`src/rtl/dcp_serial_arbiter.sv`:
```
// -----------------------------------------------------------------------------
// dcp_serial_arbiter
//
// Purpose:
//   Shares one serial RX engine and one serial TX engine between up to N debug
//   command processors. Each processor drives req/type(/data) as if it owned
//   the engine. Two independent round-robin arbiters (RX path, TX path) pick
//   one owner each, forward that owner's signals to the engine, and route the
//   engine ack back to the owner only. A per-path watchdog force-releases a
//   grant that stays open too long and sets a sticky error flag.
//
// Ports:
//   clk, rst               clock, synchronous active-high reset
//   req_rx/type_rx         per-processor RX request / type (1 = hex, 0 = char)
//   ack_rx                 per-processor RX ack (only owner bit can be 1)
//   din_rx/flag_rx         RX engine word/flag broadcast to all processors
//   rx_req/rx_type         to RX engine
//   rx_ack/rx_din/rx_flag  from RX engine
//   req_tx/type_tx/dout    per-processor TX request / type / packed data
//   ack_tx                 per-processor TX ack (only owner bit can be 1)
//   tx_req/tx_type/tx_dout to TX engine
//   tx_ack                 from TX engine
//   rx_owner/tx_owner      current owner index (meaningful while busy)
//   rx_busy/tx_busy        grant open
//   timeout_err            sticky watchdog flag, cleared only by rst
// -----------------------------------------------------------------------------

// -----------------------------------------------------------------------------
// dcp_arb_core: one round-robin arbiter with watchdog (used once per path).
//
// Ports:
//   clk, rst     clock, synchronous active-high reset
//   req/type_in  per-processor request and type
//   ack          per-processor ack (engine ack steered to owner)
//   eng_req      request to engine (owner's req, masked on forced release)
//   eng_type     type to engine (owner's type, 0 when idle)
//   eng_ack      ack from engine
//   owner        current owner index
//   busy         grant open
//   force_rel    one-cycle pulse in the cycle the watchdog forces release
// -----------------------------------------------------------------------------
module dcp_arb_core #(
  parameter int N       = 4,
  parameter int TIMEOUT = 1048575
) (
  input  logic         clk,
  input  logic         rst,
  input  logic [N-1:0] req,
  input  logic [N-1:0] type_in,
  output logic [N-1:0] ack,
  output logic         eng_req,
  output logic         eng_type,
  input  logic         eng_ack,
  output logic [2:0]   owner,
  output logic         busy,
  output logic         force_rel
);

  typedef enum logic {
    IDLE  = 1'b0,
    GRANT = 1'b1
  } state_t;

  localparam logic [19:0] WDOG_LAST = 20'(TIMEOUT - 1);

  state_t      state_q, state_d;
  logic [2:0]  owner_q, owner_d;
  logic [2:0]  rr_ptr_q, rr_ptr_d;
  logic [19:0] wdog_q, wdog_d;

  // Requests and types widened to 8 entries so a 3-bit owner index can
  // select them directly; unused slots read as 0.
  logic [7:0] req_pad;
  logic [7:0] type_pad;

  for (genvar gi = 0; gi < 8; gi++) begin : g_pad
    if (gi < N) begin : g_used
      assign req_pad[gi]  = req[gi];
      assign type_pad[gi] = type_in[gi];
    end else begin : g_unused
      assign req_pad[gi]  = 1'b0;
      assign type_pad[gi] = 1'b0;
    end
  end

  // Modulo-N wrap of a value known to be below 2*N.
  function automatic logic [2:0] wrap_n(input logic [3:0] v);
    logic [3:0] r;
    r = (v >= 4'(N)) ? (v - 4'(N)) : v;
    return r[2:0];
  endfunction

  logic [2:0] owner_next;
  assign owner_next = wrap_n({1'b0, owner_q} + 4'd1);

  // Round-robin pick: scan rr_ptr, rr_ptr+1, ... and keep the first hit.
  // Walking the offsets from high to low lets the lowest offset win last.
  logic       pick_found;
  logic [2:0] pick_idx;
  logic [2:0] cand;

  always_comb begin
    pick_found = 1'b0;
    pick_idx   = 3'd0;
    cand       = 3'd0;
    for (int k = N - 1; k >= 0; k--) begin
      cand = wrap_n({1'b0, rr_ptr_q} + 4'(k));
      if (req_pad[cand]) begin
        pick_found = 1'b1;
        pick_idx   = cand;
      end
    end
  end

  logic grant_open;
  assign grant_open = (state_q == GRANT);
  assign force_rel  = grant_open && (wdog_q == WDOG_LAST);

  // Engine side is a pure function of registered state and processor
  // inputs; eng_ack never feeds eng_req.
  assign busy     = grant_open;
  assign owner    = owner_q;
  assign eng_req  = grant_open && req_pad[owner_q] && !force_rel;
  assign eng_type = grant_open && type_pad[owner_q];

  for (genvar gi = 0; gi < N; gi++) begin : g_ack
    assign ack[gi] = grant_open && eng_ack && (owner_q == 3'(gi));
  end

  always_comb begin
    state_d  = state_q;
    owner_d  = owner_q;
    rr_ptr_d = rr_ptr_q;
    wdog_d   = wdog_q;
    case (state_q)
      IDLE: begin
        if (pick_found) begin
          state_d = GRANT;
          owner_d = pick_idx;
          wdog_d  = 20'd0;
        end
      end
      GRANT: begin
        // Release once the owner has withdrawn and the engine has dropped
        // ack; a stuck owner is cut loose by the watchdog instead.
        if (force_rel || (!req_pad[owner_q] && !eng_ack)) begin
          state_d  = IDLE;
          rr_ptr_d = owner_next;
        end else begin
          wdog_d = wdog_q + 20'd1;
        end
      end
    endcase
  end

  always_ff @(posedge clk) begin
    if (rst) begin
      state_q  <= IDLE;
      owner_q  <= 3'd0;
      rr_ptr_q <= 3'd0;
      wdog_q   <= 20'd0;
    end else begin
      state_q  <= state_d;
      owner_q  <= owner_d;
      rr_ptr_q <= rr_ptr_d;
      wdog_q   <= wdog_d;
    end
  end

endmodule

module dcp_serial_arbiter #(
  parameter int N       = 4,
  parameter int DW      = 32,
  parameter int TIMEOUT = 1048575
) (
  input  logic            clk,
  input  logic            rst,
  // RX side, processors
  input  logic [N-1:0]    req_rx,
  input  logic [N-1:0]    type_rx,
  output logic [N-1:0]    ack_rx,
  output logic [DW-1:0]   din_rx,
  output logic            flag_rx,
  // RX engine
  output logic            rx_req,
  output logic            rx_type,
  input  logic            rx_ack,
  input  logic [DW-1:0]   rx_din,
  input  logic            rx_flag,
  // TX side, processors
  input  logic [N-1:0]    req_tx,
  input  logic [N-1:0]    type_tx,
  input  logic [N*DW-1:0] dout,
  output logic [N-1:0]    ack_tx,
  // TX engine
  output logic            tx_req,
  output logic            tx_type,
  output logic [DW-1:0]   tx_dout,
  input  logic            tx_ack,
  // status
  output logic [2:0]      rx_owner,
  output logic [2:0]      tx_owner,
  output logic            rx_busy,
  output logic            tx_busy,
  output logic            timeout_err
);

  logic rx_force_rel;
  logic tx_force_rel;

  dcp_arb_core #(
    .N       (N),
    .TIMEOUT (TIMEOUT)
  ) u_rx_arb (
    .clk       (clk),
    .rst       (rst),
    .req       (req_rx),
    .type_in   (type_rx),
    .ack       (ack_rx),
    .eng_req   (rx_req),
    .eng_type  (rx_type),
    .eng_ack   (rx_ack),
    .owner     (rx_owner),
    .busy      (rx_busy),
    .force_rel (rx_force_rel)
  );

  dcp_arb_core #(
    .N       (N),
    .TIMEOUT (TIMEOUT)
  ) u_tx_arb (
    .clk       (clk),
    .rst       (rst),
    .req       (req_tx),
    .type_in   (type_tx),
    .ack       (ack_tx),
    .eng_req   (tx_req),
    .eng_type  (tx_type),
    .eng_ack   (tx_ack),
    .owner     (tx_owner),
    .busy      (tx_busy),
    .force_rel (tx_force_rel)
  );

  // RX data and flag go to every processor unregistered; each one only
  // consumes din_rx while its own ack_rx is high.
  assign din_rx  = rx_din;
  assign flag_rx = rx_flag;

  // Unpack TX data into 8 slots so the 3-bit owner selects directly.
  logic [DW-1:0] dout_arr [8];

  for (genvar gi = 0; gi < 8; gi++) begin : g_dout
    if (gi < N) begin : g_used
      assign dout_arr[gi] = dout[gi*DW +: DW];
    end else begin : g_unused
      assign dout_arr[gi] = '0;
    end
  end

  // Data to the TX engine is zero whenever no grant is open.
  assign tx_dout = tx_busy ? dout_arr[tx_owner] : '0;

  logic timeout_err_q, timeout_err_d;

  always_comb begin
    timeout_err_d = timeout_err_q | rx_force_rel | tx_force_rel;
  end

  always_ff @(posedge clk) begin
    if (rst) begin
      timeout_err_q <= 1'b0;
    end else begin
      timeout_err_q <= timeout_err_d;
    end
  end

  assign timeout_err = timeout_err_q;

endmodule

```
`config.mk`:
```
export PLATFORM = sky130hd
export DESIGN_NAME = dcp_serial_arbiter
export DESIGN_NICKNAME = d
export VERILOG_FILES = /design/src/rtl/dcp_serial_arbiter.sv
export SDC_FILE = /design/constraint.sdc
export NUM_CORES = 1
export LEC_CHECK = 0
export BUFFER_PORTS_ARGS = -buffer_cell sky130_fd_sc_hd__buf_2
export CORE_MARGIN = 2
export CORE_UTILIZATION = 25
export DETAILED_ROUTE_END_ITERATION = 8
export GPL_TIMING_DRIVEN = 0
export SYNTH_ARGS = -nofsm -noshare
export SYNTH_HDL_FRONTEND = slang
export SYNTH_SLANG_ARGS = --single-unit
export TNS_END_PERCENT = 20
```
`constraint.sdc`:
```
create_clock -name clk -period 3.36 [get_ports clk]
set_input_delay 1.008 -clock clk [delete_from_list [all_inputs] [get_ports clk]]
set_output_delay 1.008 -clock clk [all_outputs]
set_load 0.03 [all_outputs]
```
**Word-level counts from Yosys, hierarchy flattened**

Index checks and enable logic that the tools add are counted.

- Bits in registers: 55
- Output and inout port bits: 86
- Word-level logic and storage cells: 169

- Add/subtract/negate cells: 20
- $lt $le $gt $ge: 21
- Equality and inequality tests: 12
- Multiplexer cells: 66
- Bitwise gates (word level): 5
- Reduce and logical (&&, ||, !) cells: 36

Operator list:

| kind | number |
|---|---|
| $bmux W32 S3 | 1 |
| $mux W32 | 3 |
| $mux W20 | 4 |
| $pmux W20 S2 | 2 |
| $mux W3 | 18 |
| $add A20 B1 Y20 const B | 2 |
| $eq A20 B20 Y1 const B | 2 |
| $lt A3 B4 Y1 const B | 10 |
| $bmux W1 S3 | 12 |
| $ge A4 B3 Y1 const B | 8 |
| $sub A3 B3 Y3 const B | 10 |
| $mux W1 | 24 |
| $logic_and A1 B1 Y1 | 20 |
| $add A3 B1 Y4 const B | 4 |
| $add A3 B2 Y4 const B | 4 |
| $eq A3 B2 Y1 const B | 4 |
| $reduce_and A2 Y1 | 6 |
| $eq A3 B1 Y1 const B | 2 |
| $ge A3 B3 Y1 const B | 2 |
| $logic_not A1 Y1 | 6 |
| $logic_not A3 Y1 | 2 |
| $ge A4 B4 Y1 const B | 1 |
| $ne A2 B1 Y1 const B | 2 |
| $ne A2 B2 Y1 const B | 2 |
| 5 further kinds | 9 |

**Logic depth before layout (Yosys ltp)**

- Word-level depth: 11
- Depth in mapped cells: 13

**By module**

From an unflattened synthesis, not the netlist that was laid out.

- Cell total of the unflattened synthesis: 616
- Area total of the unflattened synthesis: 5531.6 um^2

Modules (own cells, without submodules):

| module | instances | cells each | area each (um^2) | seq. area each (um^2) |
|---|---|---|---|---|
| dcp_arb_core | 2 | 234 | 2035.7 | 540.5 |
| dcp_serial_arbiter | 1 | 148 | 1460.2 | 20.0 |

**Least setup slack after synthesis**

OpenSTA, ideal clock, no wires.

- Path kind: register -> output
- Start point: register u_tx_arb.owner_q[0], in the netlist u_tx_arb.owner[0]
- End point: output tx_dout[10]
- Data arrival time: 1.972 ns
- Slack: 0.380 ns
- Cell stages (with the launch flop): 5
- Path buffers: 2
- Cell sequence: dfxtp_1 -> buf_2 -> buf_2 -> mux4_2 -> and3_1

- Longest elaborated chain between the ends: 5

RTL lines:

| item | RTL line | RTL |
|---|---|---|
| start, declared | 67 | `logic [2:0] owner_q, owner_d;` |
| start signal, assigned | 164 | `owner_q <= owner_d;` |
| $not A3 Y4 (not written as such) | 263 | `assign tx_dout = tx_busy ? dout_arr[tx_owner] : '0;` |
| $bmux W32 S3 | 263 |  |
| $mux W32 (not written as such) (2 in a row) | 263 |  |
| $mux W32 | 263 |  |
| end, declared | 199 | `output logic [DW-1:0] tx_dout,` |

Every way passes these cells. The select of a mux whose other input is x is not followed.

**Worst setup path in the final report**

- Start point: register u_tx_arb.owner_q[1], in the netlist u_tx_arb.owner[1]
- End point: output tx_dout[24]

The elaborated chain is that of the path after synthesis.

==> results <==
- The flow ran to the end, and the final reports show no timing, DRC or antenna violations.
- The die extent in x is 143 um.
- Each instance of the synthesized netlist takes up on average 9.07 um2.
- In this run the worst hold path is classified as reg2reg.
- After synthesis, the cell types taking the most area are dfxtp_1 (23%), mux4_2 (19%), and3_1 (6.5%), xnor2_1 (5.6%), buf_4 (5.6%).
- The count of endpoints failing hold in the final timing report is 0.
- The fraction of met3 tracks used by global routing is 5.06%.
- The number of enable-type register cells in the synthesized netlist is 0.
- The root buffer cell chosen for the clock tree is clkbuf_16.
- Clock-pin slew was measured on the worst setup and hold paths at 80 ps.
- The number of nets handed over by synthesis was 731.
- The leakage power is 2.87 nW.
- The class of the most critical setup path is reg2out.
- The number of storage elements in the synthesis netlist is 55.
- The most instantiated flip-flop cell in the synthesis netlist is dfxtp_1.
- The highest attainable clock frequency is 0.311 GHz.
- In this design, the stage delay of the slowest critical-path cell is 470 ps.
- The largest individual stage delay along the critical path comes from the cell buf_1.
- The final number of max-transition violations is 0.
- The wire length of the first global-routing pass is 24.7 mm.
- The total negative setup slack is 0 ps.
- The global-route track usage on met1 is 19.3%.
- The largest fanout of any net on the critical path is 10.
- The synthesized design devotes to its leading area cell type 22.8% of total area.
- The reg-to-reg setup timing slack is 420 ps.
- Global routing finished with a remaining overflow of 0.
- The number of global-route vias before repair was 4729.
- The H-tree was split into 2 levels.
- The met2 track demand over resource in global routing is 25.6%.
- The share of the clock period used by the worst path after layout is 95.7%.
- The kind of capture point of the worst setup path is an output port.
- The setup skew after layout is 12.4 ps.
- The routed design has 15.9 mm of wire.
- The critical path data required time is 2350 ps.
- The share of post-route cells with drive strength above 1 is 45.8%.
- The clock tree from TritonCTS is done.
- The detailed-placement wirelength estimate is 13.2 mm.
- The remaining design rule violation count is 0.
- For this design the top-level I/O count stands at 267.
- The area of the die is 20400 um2.
- In this run the critical register-to-register path is captured at u_tx_arb.wdog_q[18].
- Routability-driven placement finished with a final weighted congestion of 0.877.
- The first routing iteration left 220 violations.
- For this design, the sink count on the clock tree is 55.
- The commonest cells after synthesis are dfxtp_1 (55), nor2_1 (55), and3_1 (50).
- The most numerous cell on the critical path is buf_2.
- STA classifies the critical path startpoint as a flip-flop.
- The chip height is 143 um.
- Dividing the detail-routed via count by the number of cells gives 4.80.
- Walking the worst path, the cells encountered are buf_2 > buf_1 > mux4_2 > and3_1 > buf_2.
- Synthesis handed over a netlist of 532 instances.
- The initial antenna violation count is 1.
- Summing over every cut layer, the via total after detailed routing is 4943.
- The final layout contains 968 nets.
- In this run the tool buffered the top-level ports with 230 buffer cells.
- The later-pin clock latency in the skew report is 300 ps.
- VDD sags by at most 264 uV.
- Setup repair after global routing left no endpoint under its margin.
- The finished layout holds 1030 standard cells, fillers aside.
- The number of antenna diodes in the final layout is 0.
- The synthesized design spends more area on one cell type than any other, namely dfxtp_1.
- The number of cells in the design after placement is 1022.
- In this run, distinct cell masters in the synthesized netlist total 62.
- In the synthesized netlist the async set-or-reset flop fraction comes to 0%.
- The headroom to the max-slew limit is 58.4%.
- The buffer count from post-CTS setup fixing is 0.
- The yosys synthesis warning count is 0.
- The area of the core is 18800 um2.
- The buffer depth of the longest clock path is 2.
- The max-capacitance violation count is 0.
- Across every metal layer, demand over resource in global routing totals 15.2%.
- The number of routed nets with antenna violations is 0.
- Compared with the post-synthesis result, the final layout area differs by 33.9%.
- After global routing, the most crowded layer is met2.
- The most critical setup path has its startpoint at u_tx_arb.owner[1].
- The worst path needs 3220 ps of the cycle, external delays included.
- The sequential area share after synthesis is 22.8%.
- After clock tree synthesis, the flow added hold-fix buffers numbering 0.
- Counting the buffers created by CTS gives 5.
- Power spread over the standard cell area amounts to 320 nW/um2.
- The first detailed-routing pass ran for 5 iterations.
- The number of core rows is 50.
- The arrival time of the worst setup path is 2210 ps.
- Summing every instance area after synthesis gives 4820 um2.
- Setup violations remaining at the end of the flow were counted as 0.
- The largest net degree at the start of global routing is 19.
- At the pin with the least slew margin, the transition time is 621 ps.
- For this configuration, the core starts out at a cell density of 25.6%.
- The launch instance of the worst register-to-register path is u_tx_arb.rr_ptr_q[0].
- The number of cells on the worst reg-to-reg path is 12.
- The endpoint of the worst setup timing path is tx_dout[24].
- In the final routed layout, each cell accounts on average for 15.5 um.
## kinds of logic (layout without fill, tap and decap cells)
family / count (synthesis) / count (layout) / synth area share (%)
AOI/OAI and AO/OA: 73 / 73 / 11.1
xor gates and xnor gates: 31 / 31 / 5.63
adders and majority gates: 18 / 18 / 4.67
buffers and inverters: 94 / 332 / 11.3
DFF: 55 / 55 / 22.8
muxes: 50 / 50 / 21.2
and+or+nand+nor: 211 / 211 / 23.3
## layer usage
metal,vias up,share of wire (%)
met5,-,0
met4,0,0.81
met3,13,8.7
met2,184,48
met1,2335,43
li1,2411,-
## power by group
| group | internal (mW) | total, mW | switching, mW |
|---|---|---|---|
| Clock | 0.279 | 0.522 | 0.242 |
| Combinational | 0.375 | 0.853 | 0.478 |
| Sequential | 0.666 | 0.689 | 0.0231 |
## worst min path at each step
stage / startpoint / end / slack, ps / cells past startpoint
6_report: u_rx_arb.wdog_q[4] / u_rx_arb.wdog_q[4] / 480 / 2
5_1_grt: u_rx_arb.wdog_q[4] / u_rx_arb.wdog_q[4] / 510 / 2
4_1_cts: u_rx_arb.wdog_q[4] / u_rx_arb.wdog_q[4] / 480 / 2
3_5_place_dp: timeout_err / timeout_err / 470 / 2
3_3_place_gp: timeout_err / timeout_err / 450 / 2
2_1_floorplan: u_rx_arb.wdog_q[4] / u_rx_arb.wdog_q[4] / 450 / 2
## timing repair
item                                    4_1_cts  5_1_grt
cloned                                        0        0
hold endpoints to repair                      0        0
resized for setup                             3        1
endpoints found under the setup margin       27       14
## state kept, by name (all words and copies together) (netlist names)
| signal | count |
|---|---|
| timeout_err | 1 |
| u_rx_arb.owner | 3 |
| u_tx_arb.busy | 1 |
| u_rx_arb.rr_ptr_q | 3 |
| u_rx_arb.wdog_q | 20 |
| u_tx_arb.owner | 3 |
| u_tx_arb.rr_ptr_q | 3 |
| u_tx_arb.wdog_q | 20 |
| u_rx_arb.busy | 1 |
## cell usage in the layout (no fill, tap or decap), types with 5 or more instances in the layout
cell	netlist	final
a211oi_1	6	6
a21oi_1	21	21
a31oi_1	5	5
and3_1	50	50
buf_2	17	243
buf_4	36	39
clkbuf_1	15	15
clkbuf_16	0	5
dfxtp_1	55	55
ha_1	18	18
inv_1	16	16
mux2i_1	6	6
mux4_2	40	40
nand2_1	21	21
nand3_1	18	18
nand4_1	13	13
nor2_1	55	55
nor3_1	16	16
nor4_1	6	6
o21ai_0	9	9
xnor2_1	31	31
## cell type report
| class | instances | area, um2 |
|---|---|---|
| Buffer | 78 | 493 |
| Sequential cell | 55 | 1100 |
| Clock buffer | 5 | 125 |
| Tap cell | 260 | 325 |
| Timing Repair Buffer | 230 | 1150 |
| Clock inverter | 3 | 22.5 |
| Fill cell | 1943 | 12400 |
| Inverter | 16 | 60.1 |
| Multi-Input combinational cell | 383 | 3180 |
## critical path, delay by kind of cell (launching register included)
kind,cells,cell delay [ps]
simple gates,1,230
mux,1,380
flops,1,380
buf+inv,3,920
## metrics by stage
step	util [%]	cell area (um2)	hold WS [ps]	worst slack [ps]	power, mW
floorplan	-	4820	454	380	1.29
global placement	33.5	6300	450	243	1.55
detailed placement	33.5	6300	472	245	1.56
CTS	34.3	6450	485	39.8	2.09
global route	34.3	6460	505	9.87	2.19
finish	34.3	6460	485	144	2.06
No activity file was read; power rests on OpenSTA's default activity.
